## config.mk

```make
export PLATFORM = sky130hd
export DESIGN_NAME = pc_unit
export DESIGN_NICKNAME = d
export VERILOG_FILES = /design/src/rtl/pc_unit.sv
export SDC_FILE = /design/constraint.sdc
export NUM_CORES = 1
export LEC_CHECK = 0
export ABC_AREA = 1
export BUFFER_PORTS_ARGS = -buffer_cell sky130_fd_sc_hd__buf_2
export CORE_MARGIN = 1
export CORE_UTILIZATION = 30
export CTS_BUF_LIST = sky130_fd_sc_hd__clkbuf_4
export DETAILED_ROUTE_END_ITERATION = 8
export HOLD_SLACK_MARGIN = 0.08
export MAX_ROUTING_LAYER = met4
export PLACE_DENSITY = 0.44
export SYNTH_ARGS = -nofsm -noshare
export SYNTH_HDL_FRONTEND = slang
export SYNTH_SLANG_ARGS = --single-unit
```

## constraint.sdc

```tcl
create_clock -name clk -period 13.3 [get_ports clk]
set_input_delay 3.325 -clock clk [delete_from_list [all_inputs] [get_ports clk]]
set_output_delay 3.325 -clock clk [all_outputs]
set_load 0.02 [all_outputs]
```

## src/rtl/pc_unit.sv

```systemverilog
`default_nettype none
// ============================================================================
//  Module      : pc_unit
//  Description : Next-fetch-address generator for the MIPS datapath. Picks the
//                next PC from increment, absolute load, PC-relative branch,
//                return-address-stack pop or the exception vector. It also
//                supports stall, a circular return-address stack (RAS) for
//                call/return, and EPC capture.
//
//  Parameters  : WIDTH      PC/address width in bits (>=16)
//                STEP       byte increment per instruction
//                RAS_DEPTH  RAS entries (power of 2, >=2)
//                RESET_VEC  PC value while reset is asserted
//                EXC_VEC    PC value loaded on an exception
//
//  Ports       : clk, reset (async, active-high)
//                pc_stall, pc_ld, pc_br, pc_ret, pc_inc, pc_call, exc_req
//                  - control inputs. Their priority is exc_req > pc_stall >
//                    pc_ld > pc_br > pc_ret > pc_inc.
//                PC_in   - absolute target, also the fallback for an empty pop
//                br_off  - signed word offset for branches
//                PC_out  - registered current PC
//                pc_plus - PC_out + STEP (combinational)
//                epc     - PC_out captured at the last accepted exception
//                ras_cnt - number of valid RAS entries
//                ras_ovf - sticky flag: a push happened while the RAS was full
//                ras_unf - one-cycle pulse after a pop from an empty RAS
//
//  Build option: PC_ALIGN_TRAP_EN - adds the output misalign. A pc_ld/pc_ret
//                target whose two low bits are not 00 then traps to EXC_VEC,
//                records the bad target in epc and pulses misalign.
//
//  Revision    : 1.0 - initial release
// ============================================================================
module pc_unit #(
    parameter int          WIDTH     = 32,
    parameter int          STEP      = 4,
    parameter int          RAS_DEPTH = 4,
    parameter logic [31:0] RESET_VEC = 32'h0,
    parameter logic [31:0] EXC_VEC   = 32'h80
) (
    input  logic                           clk,
    input  logic                           reset,
    input  logic                           pc_stall,
    input  logic                           pc_ld,
    input  logic                           pc_br,
    input  logic                           pc_ret,
    input  logic                           pc_inc,
    input  logic                           pc_call,
    input  logic                           exc_req,
    input  logic [WIDTH-1:0]               PC_in,
    input  logic [15:0]                    br_off,
    output logic [WIDTH-1:0]               PC_out,
    output logic [WIDTH-1:0]               pc_plus,
    output logic [WIDTH-1:0]               epc,
    output logic [$clog2(RAS_DEPTH+1)-1:0] ras_cnt,
    output logic                           ras_ovf,
    output logic                           ras_unf
`ifdef PC_ALIGN_TRAP_EN
    ,
    output logic                           misalign
`endif
);

    localparam int CW = $clog2(RAS_DEPTH + 1);
    localparam int PW = $clog2(RAS_DEPTH);

    localparam logic [WIDTH-1:0] c_reset_vec = WIDTH'(RESET_VEC);
    localparam logic [WIDTH-1:0] c_exc_vec   = WIDTH'(EXC_VEC);
    localparam logic [WIDTH-1:0] c_step      = WIDTH'(STEP);
    localparam logic [CW-1:0]    c_depth     = CW'(RAS_DEPTH);

    // ------------------------------------------------------------------
    // State
    // ------------------------------------------------------------------
    logic [WIDTH-1:0] r_pc;
    logic [WIDTH-1:0] r_epc;
    logic [WIDTH-1:0] r_ras [RAS_DEPTH];
    // r_ptr points at the slot the next push writes. The top of the stack
    // is at r_ptr-1. Wrap-around is modulo RAS_DEPTH, so a push into a full
    // stack overwrites the oldest entry.
    logic [PW-1:0]    r_ptr;
    logic [CW-1:0]    r_cnt;
    logic             r_ovf;
    logic             r_unf;
    logic             r_mis;

    // ------------------------------------------------------------------
    // Combinational next-state
    // ------------------------------------------------------------------
    logic [WIDTH-1:0] w_pc_plus;
    logic [WIDTH-1:0] w_br_off_ext;
    logic [WIDTH-1:0] w_br_tgt;
    logic [WIDTH-1:0] w_ras_top;
    logic             w_ras_empty;

    logic [WIDTH-1:0] w_tgt;
    logic [WIDTH-1:0] w_pc_nxt;
    logic [WIDTH-1:0] w_epc_nxt;
    logic             w_push;
    logic             w_pop;
    logic             w_unf_nxt;
    logic             w_mis_nxt;

    assign w_pc_plus    = r_pc + c_step;
    // Shift the word offset to a byte offset, then sign-extend it to WIDTH.
    assign w_br_off_ext = WIDTH'($signed({br_off, 2'b00}));
    assign w_br_tgt     = w_pc_plus + w_br_off_ext;
    assign w_ras_top    = r_ras[r_ptr - 1'b1];
    assign w_ras_empty  = (r_cnt == '0);

    always_comb begin
        w_tgt     = PC_in;
        w_pc_nxt  = r_pc;
        w_epc_nxt = r_epc;
        w_push    = 1'b0;
        w_pop     = 1'b0;
        w_unf_nxt = 1'b0;
        w_mis_nxt = 1'b0;

        if (exc_req) begin
            w_pc_nxt  = c_exc_vec;
            w_epc_nxt = r_pc;
        end else if (pc_stall) begin
            // Hold everything. ras_unf returns to 0 by default.
        end else if (pc_ld) begin
            w_tgt = PC_in;
`ifdef PC_ALIGN_TRAP_EN
            if (w_tgt[1:0] != 2'b00) begin
                w_pc_nxt  = c_exc_vec;
                w_epc_nxt = w_tgt;
                w_mis_nxt = 1'b1;
            end else begin
                w_pc_nxt = w_tgt;
                w_push   = pc_call;
            end
`else
            w_pc_nxt = w_tgt;
            w_push   = pc_call;
`endif
        end else if (pc_br) begin
            w_pc_nxt = w_br_tgt;
            w_push   = pc_call;
        end else if (pc_ret) begin
            if (!w_ras_empty) begin
                w_tgt = w_ras_top;
                w_pop = 1'b1;
            end else begin
                // An empty stack falls back to the absolute target.
                w_tgt     = PC_in;
                w_unf_nxt = 1'b1;
            end
`ifdef PC_ALIGN_TRAP_EN
            // The pop still happens when the popped target traps.
            if (w_tgt[1:0] != 2'b00) begin
                w_pc_nxt  = c_exc_vec;
                w_epc_nxt = w_tgt;
                w_mis_nxt = 1'b1;
            end else begin
                w_pc_nxt = w_tgt;
            end
`else
            w_pc_nxt = w_tgt;
`endif
        end else if (pc_inc) begin
            w_pc_nxt = w_pc_plus;
        end
    end

    // ------------------------------------------------------------------
    // Registers
    // ------------------------------------------------------------------
    always_ff @(posedge clk or posedge reset) begin
        if (reset) begin
            r_pc  <= c_reset_vec;
            r_epc <= '0;
            r_ptr <= '0;
            r_cnt <= '0;
            r_ovf <= 1'b0;
            r_unf <= 1'b0;
            r_mis <= 1'b0;
            for (int i = 0; i < RAS_DEPTH; i++) begin
                r_ras[i] <= '0;
            end
        end else begin
            r_pc  <= w_pc_nxt;
            r_epc <= w_epc_nxt;
            r_unf <= w_unf_nxt;
            r_mis <= w_mis_nxt;
            if (w_push) begin
                r_ras[r_ptr] <= w_pc_plus;
                r_ptr        <= r_ptr + 1'b1;
                if (r_cnt == c_depth) begin
                    r_ovf <= 1'b1;
                end else begin
                    r_cnt <= r_cnt + 1'b1;
                end
            end else if (w_pop) begin
                r_ptr <= r_ptr - 1'b1;
                r_cnt <= r_cnt - 1'b1;
            end
        end
    end

    // ------------------------------------------------------------------
    // Outputs
    // ------------------------------------------------------------------
    assign PC_out  = r_pc;
    assign pc_plus = w_pc_plus;
    assign epc     = r_epc;
    assign ras_cnt = r_cnt;
    assign ras_ovf = r_ovf;
    assign ras_unf = r_unf;
`ifdef PC_ALIGN_TRAP_EN
    assign misalign = r_mis;
`else
    // Without the trap option the misalign register has no output. It stays
    // at 0 because w_mis_nxt is never set.
    logic w_mis_unused;
    assign w_mis_unused = r_mis;
`endif

endmodule
`default_nettype wire
```

After elaboration in Yosys (flattened, before gate mapping). Cells that the tools add are included.

Memory bits (read-only): 0. Memories kept: 0. RAM bits: 0. Bits in latches: 0. Input port bits: 57. Flip-flop bits (word level): 199. Output and inout port bits: 101. Word-level logic and storage cells: 65.

Magnitude comparators: 3. Divide/modulo/power cells: 0. Multiplexer cells: 34. Shifts and indexed selects: 0. Multiply operators: 0. Equality and inequality tests: 3. Reductions and logical operators: 7. $add $sub $neg: 6. Bitwise logic cells: 2.

Operators with widths (count): $mux W32 (10); $bwmux W128 (1); $bmux W32 S2 (1); $demux W32 S2 (1); $add A32 B3 Y32 const B (1); $add A32 B32 Y32 (1); $mux W1 (16); $mux W3 (3); $ge A3 B3 Y1 const B (2); $not A2 Y3 (2); $reduce_and A2 Y1 (3); $reduce_bool A5 Y1 (1); $mux W2 (2); $add A3 B1 Y3 const B (1); $eq A3 B3 Y1 const B (1); $logic_not A3 Y1 (1); $lt A3 B1 Y1 const B (1); $sub A3 B1 Y3 const B (1); $add A2 B1 Y2 const B (1); $ne A2 B1 Y1 const B (1); $ne A2 B2 Y1 const B (1); $reduce_bool A2 Y1 (1); $sub A2 B1 Y2 const B (1); $logic_and A1 B1 Y1 (1).

Depth between registers and ports, before layout.
Word-level depth: 11. Mapped depth: 25. Gate-level depth less buffers: 25.

Least setup slack after synthesis. Ideal clock, no wire load.

Path type: input -> register. From: input port br_off[0]. To: register r_pc[18], in the netlist PC_out[18]. Path buffers: 0. Data required time: 13183 ps. Setup slack: 8271 ps. Library setup time: 117 ps. Stages on the path: 13. Arrival: 4912 ps. Path through: ha_1 -> fa_1 -> nand3_1 -> nand2_1 -> nand2_1 -> nand3_1 -> nand2_1 -> nand2_1 -> or2_2 -> nand3_1 -> nand3_1 -> nand2_1 -> nand2_1.

Word-level cells in the longest chain between the ends: 5.

RTL lines: from (decl) (RTL line 52) `input logic [15:0] br_off,`; $add A32 B32 Y32 (RTL line 108) `assign w_br_tgt = w_pc_plus + w_br_off_ext;`; $mux W32 (RTL line 141) `end else if (pc_br) begin`; $mux W32 (RTL line 126) `end else if (pc_ld) begin`; $mux W32 (RTL line 124) `end else if (pc_stall) begin`; $mux W32 (RTL line 121) `if (exc_req) begin`; to (signal assigned) (RTL line 175) `r_pc <= c_reset_vec;`; to (signal assigned) (RTL line 186) `r_pc <= w_pc_nxt;`; to (decl) (RTL line 76) `logic [WIDTH-1:0] r_pc;`.

No other way between the ends. The select of a mux whose other input is x is not followed. A chain may end at the register's enable or synchronous reset.

Worst setup path in the final report.
From: register r_pc[13], in the netlist PC_out[13]. To: output port pc_plus[28].

Word-level cells in the longest chain between the ends: 1.

RTL lines: $add A32 B3 Y32 (RTL line 105) `assign w_pc_plus = r_pc + c_step;`; to (decl) (RTL line 54) `output logic [WIDTH-1:0] pc_plus,`.

No other way between the ends.

==> impl_metrics.ini <==
[outcome]
status = finished clean

[setup_path]
r2r_start = PC_out[8]
cp-endpoint = pc_plus[28]
cp.arrival_ns = 2.97
worstReg2RegEnd = PC_out[29]
cpPeakStageDelay_ns = 0.49
cp_slowest_cell = dfrtp_1
crit_path_end_kind = primary output
path_class = flop to primary output
reg2reg_depth = 20
cp-start-kind = flop
worstPathMaxFanout = 6
crit_family = simple AND/OR/NAND/NOR gates
r2r_slack_ns = 9.20
crit_top_cell = nand2_1
crit_chain = inv_1, nor3_1, nand2_1, nor2_1, nand2_1, nand2_1, nand2_1, inv_1, buf_2
critPathBufInv = 3
crit_required_ns = 9.97
critPathLaunch = PC_out[13]
critical_path_depth = 9

[sta]
worst_slack_ns = 7.01
tightest_slew_ns = 1.13
drv_slew = 0
rsz0062_at_grt = false
finClkSkew_ns = 0.0282
period_minus_slack_ns = 6.29
max_clock_freq_mhz = 159
setup_tns_ns = 0
min_period_over_period_pct = 47.3
setup_viol = 0
hold_viol_final = 0
maxSlewHeadroom_pct = 24.6

[layout]
final_cell_mix = nand2_1, o21ai_0, dfrtp_1, inv_1, buf_2
nets = 2048
syn2layout_area_growth_pct = 11.5
layout_commonest_cell = nand2_1
drive_gt1_share_pct = 13.3
utilization_pct = 33.8
final_cells = 2503

[detailed_routing]
routed.top_layer = met4
dr_wl_met3_um = 2200
vias_per_cell = 5.01
dr_wl_met2_um = 23200
wl_per_cell_um = 20.2
drt_iter0_drc = 901
drcViolationCount = 0
dr.pass1.iters = 7
via_count = 12600
antenna_left = 0
drt_wl_total_um = 50700
met1_length_um = 23700

[floorplanning]
rows = 75
io_pins = 158
dieArea_um2 = 43200
die_h_um = 208
core_um2 = 41900
die_width_um = 208
start_util_pct = 30.4

[logic_synthesis]
ys_top_cells_by_area = dfrtp_1, nand2_1, o21ai_0, inv_1, nand3_1
synthesis.area_um2 = 12700
synth_mux_area_share_pct = 0.0886
synth_edf_count = 0
yosysTopAreaCell = dfrtp_1
synthFlopType = dfrtp_1
yosysWarnings = 0
synthSimpleGateAreaFrac_pct = 32.0
ys_types = 47
synth_compound_area_share_pct = 14.4
synth_seq_cells = 199
ys_seq_area_share_pct = 39.2
ys_async_sr_fraction_pct = 100
yosys.area.top_type_share_pct = 39.2
syn_avg_cell_area_um2 = 6.90
synth_top_family_by_area = simple AND/OR/NAND/NOR gates
synth_nets = 1939
synthAdderAreaFrac_pct = 4.16
syn-instance-count = 1841
synth_xor_area_share_pct = 1.57

[cts]
clk_pin_slew_worst_paths_ns = 0.19
cts_tree = built
root_buffer = clkbuf_4
clock-sinks = 199
cts_buffers = 17
cts_buffer_depth = 2
cts_resized = 0
clk_latency_ns = 0.67
htree_levels = 4
hold_buffers = 0
postCtsSetupBuffers = 0

[pwr]
peakVddDrop_mv = 0.126
p_leak_uw = 0.00730
power.total_uw = 2310
power_per_cell_area_nw_per_um2 = 163

[global_routing]
grt_max_degree = 75
grt_pass1_vias = 12000
grtUsageTotal_pct = 24.3
antenna_found_initial = 1
grt-ovfl-total = 0
grt_pass1_wl_um = 76200

[placed_design]
placed_cells = 2470
pre_cts_slack_ns = 7.40
io_buffers = 157
dp_hpwl_um = 38000
place_congestion = 0.906

[run]
drv_cap = 0

[hold_path]
hp-class = flop to flop
[worst min-delay path by stage]
stage / startpoint / endpoint / slack (ns) / depth (start not counted)
global placement: ras_ovf / ras_ovf / 0.45 / 2
CTS: ras_ovf / ras_ovf / 0.50 / 2
detailed placement: ras_ovf / ras_ovf / 0.45 / 2
global route: r_ras[69] / r_ras[69] / 0.52 / 2
finish: ras_ovf / ras_ovf / 0.49 / 2
floorplan: r_ras[29] / r_ras[29] / 0.44 / 2
[kinds of logic (layout without fill, tap and decap cells)]
kind of cell / Yosys count / after routing
and+or+nand+nor: 966 / 966
buffers and inverters: 276 / 398
muxes: 1 / 1
xor gates and xnor gates: 21 / 21
AOI/OAI and AO/OA: 337 / 337
adders and majority gates: 41 / 41
DFF: 199 / 199
other: 0 / 1
[layout make-up]
type | count | area [um2]
Tap cell | 539 | 674
Fill cell | 4675 | 27700
Antenna cell | 1 | 2.50
Timing Repair Buffer | 171 | 891
Sequential cell | 199 | 4980
Multi-Input combinational cell | 1366 | 6630
Inverter | 195 | 739
Clock buffer | 18 | 135
Clock inverter | 14 | 115
[stage by stage]
stage	hold slack [ns]	cell area, um2
global placement	0.449	13900
detailed placement	0.454	13900
global route	0.524	14200
finish	0.490	14200
floorplan	0.444	12700
CTS	0.497	14200
[sequential cells by signal, summed over array words and instances, names as in the netlist]
signal and count:
PC_out 32, r_ptr 2, ras_ovf 1, ras_unf 1
ras_cnt 3, r_ras 128, epc 32
[per-layer routing]
layer	vias to the layer above	track usage, %
met4	0	8.99
li1	6129	-
met5	-	-
met2	362	37.5
met1	5987	32.8
met3	72	2.72
[worst reg2reg max path, delay by kind of cell (launching register included)]
kind / cells / cell delay (ns)
AOI/OAI and AO/OA: 1 / 0.32
adders and majority gates: 1 / 0.36
buffers and inverters: 2 / 0.19
DFF: 1 / 0.60
and+or+nand+nor: 16 / 2.56
[cells in the mapped netlist (17+ instances only)]
master and number:
nand2_1 632, o21ai_0 201, dfrtp_1 199, inv_1 184, nor2_1 136, nand3_1 128
a21oi_1 62, clkbuf_1 45, ha_1 39, buf_2 25, a31oi_1 22, o211ai_1 21
nor3_1 17
[where the power goes]
| group | switching, uW | leakage, uW | internal (uW) |
|---|---|---|---|
| sequential | 112 | 0.00262 | 786 |
| clock | 246 | 0.000142 | 81.5 |
| combinational | 748 | 0.00453 | 334 |
| total | 1110 | 0.00730 | 1200 |
(Power assumes the default switching activity.)
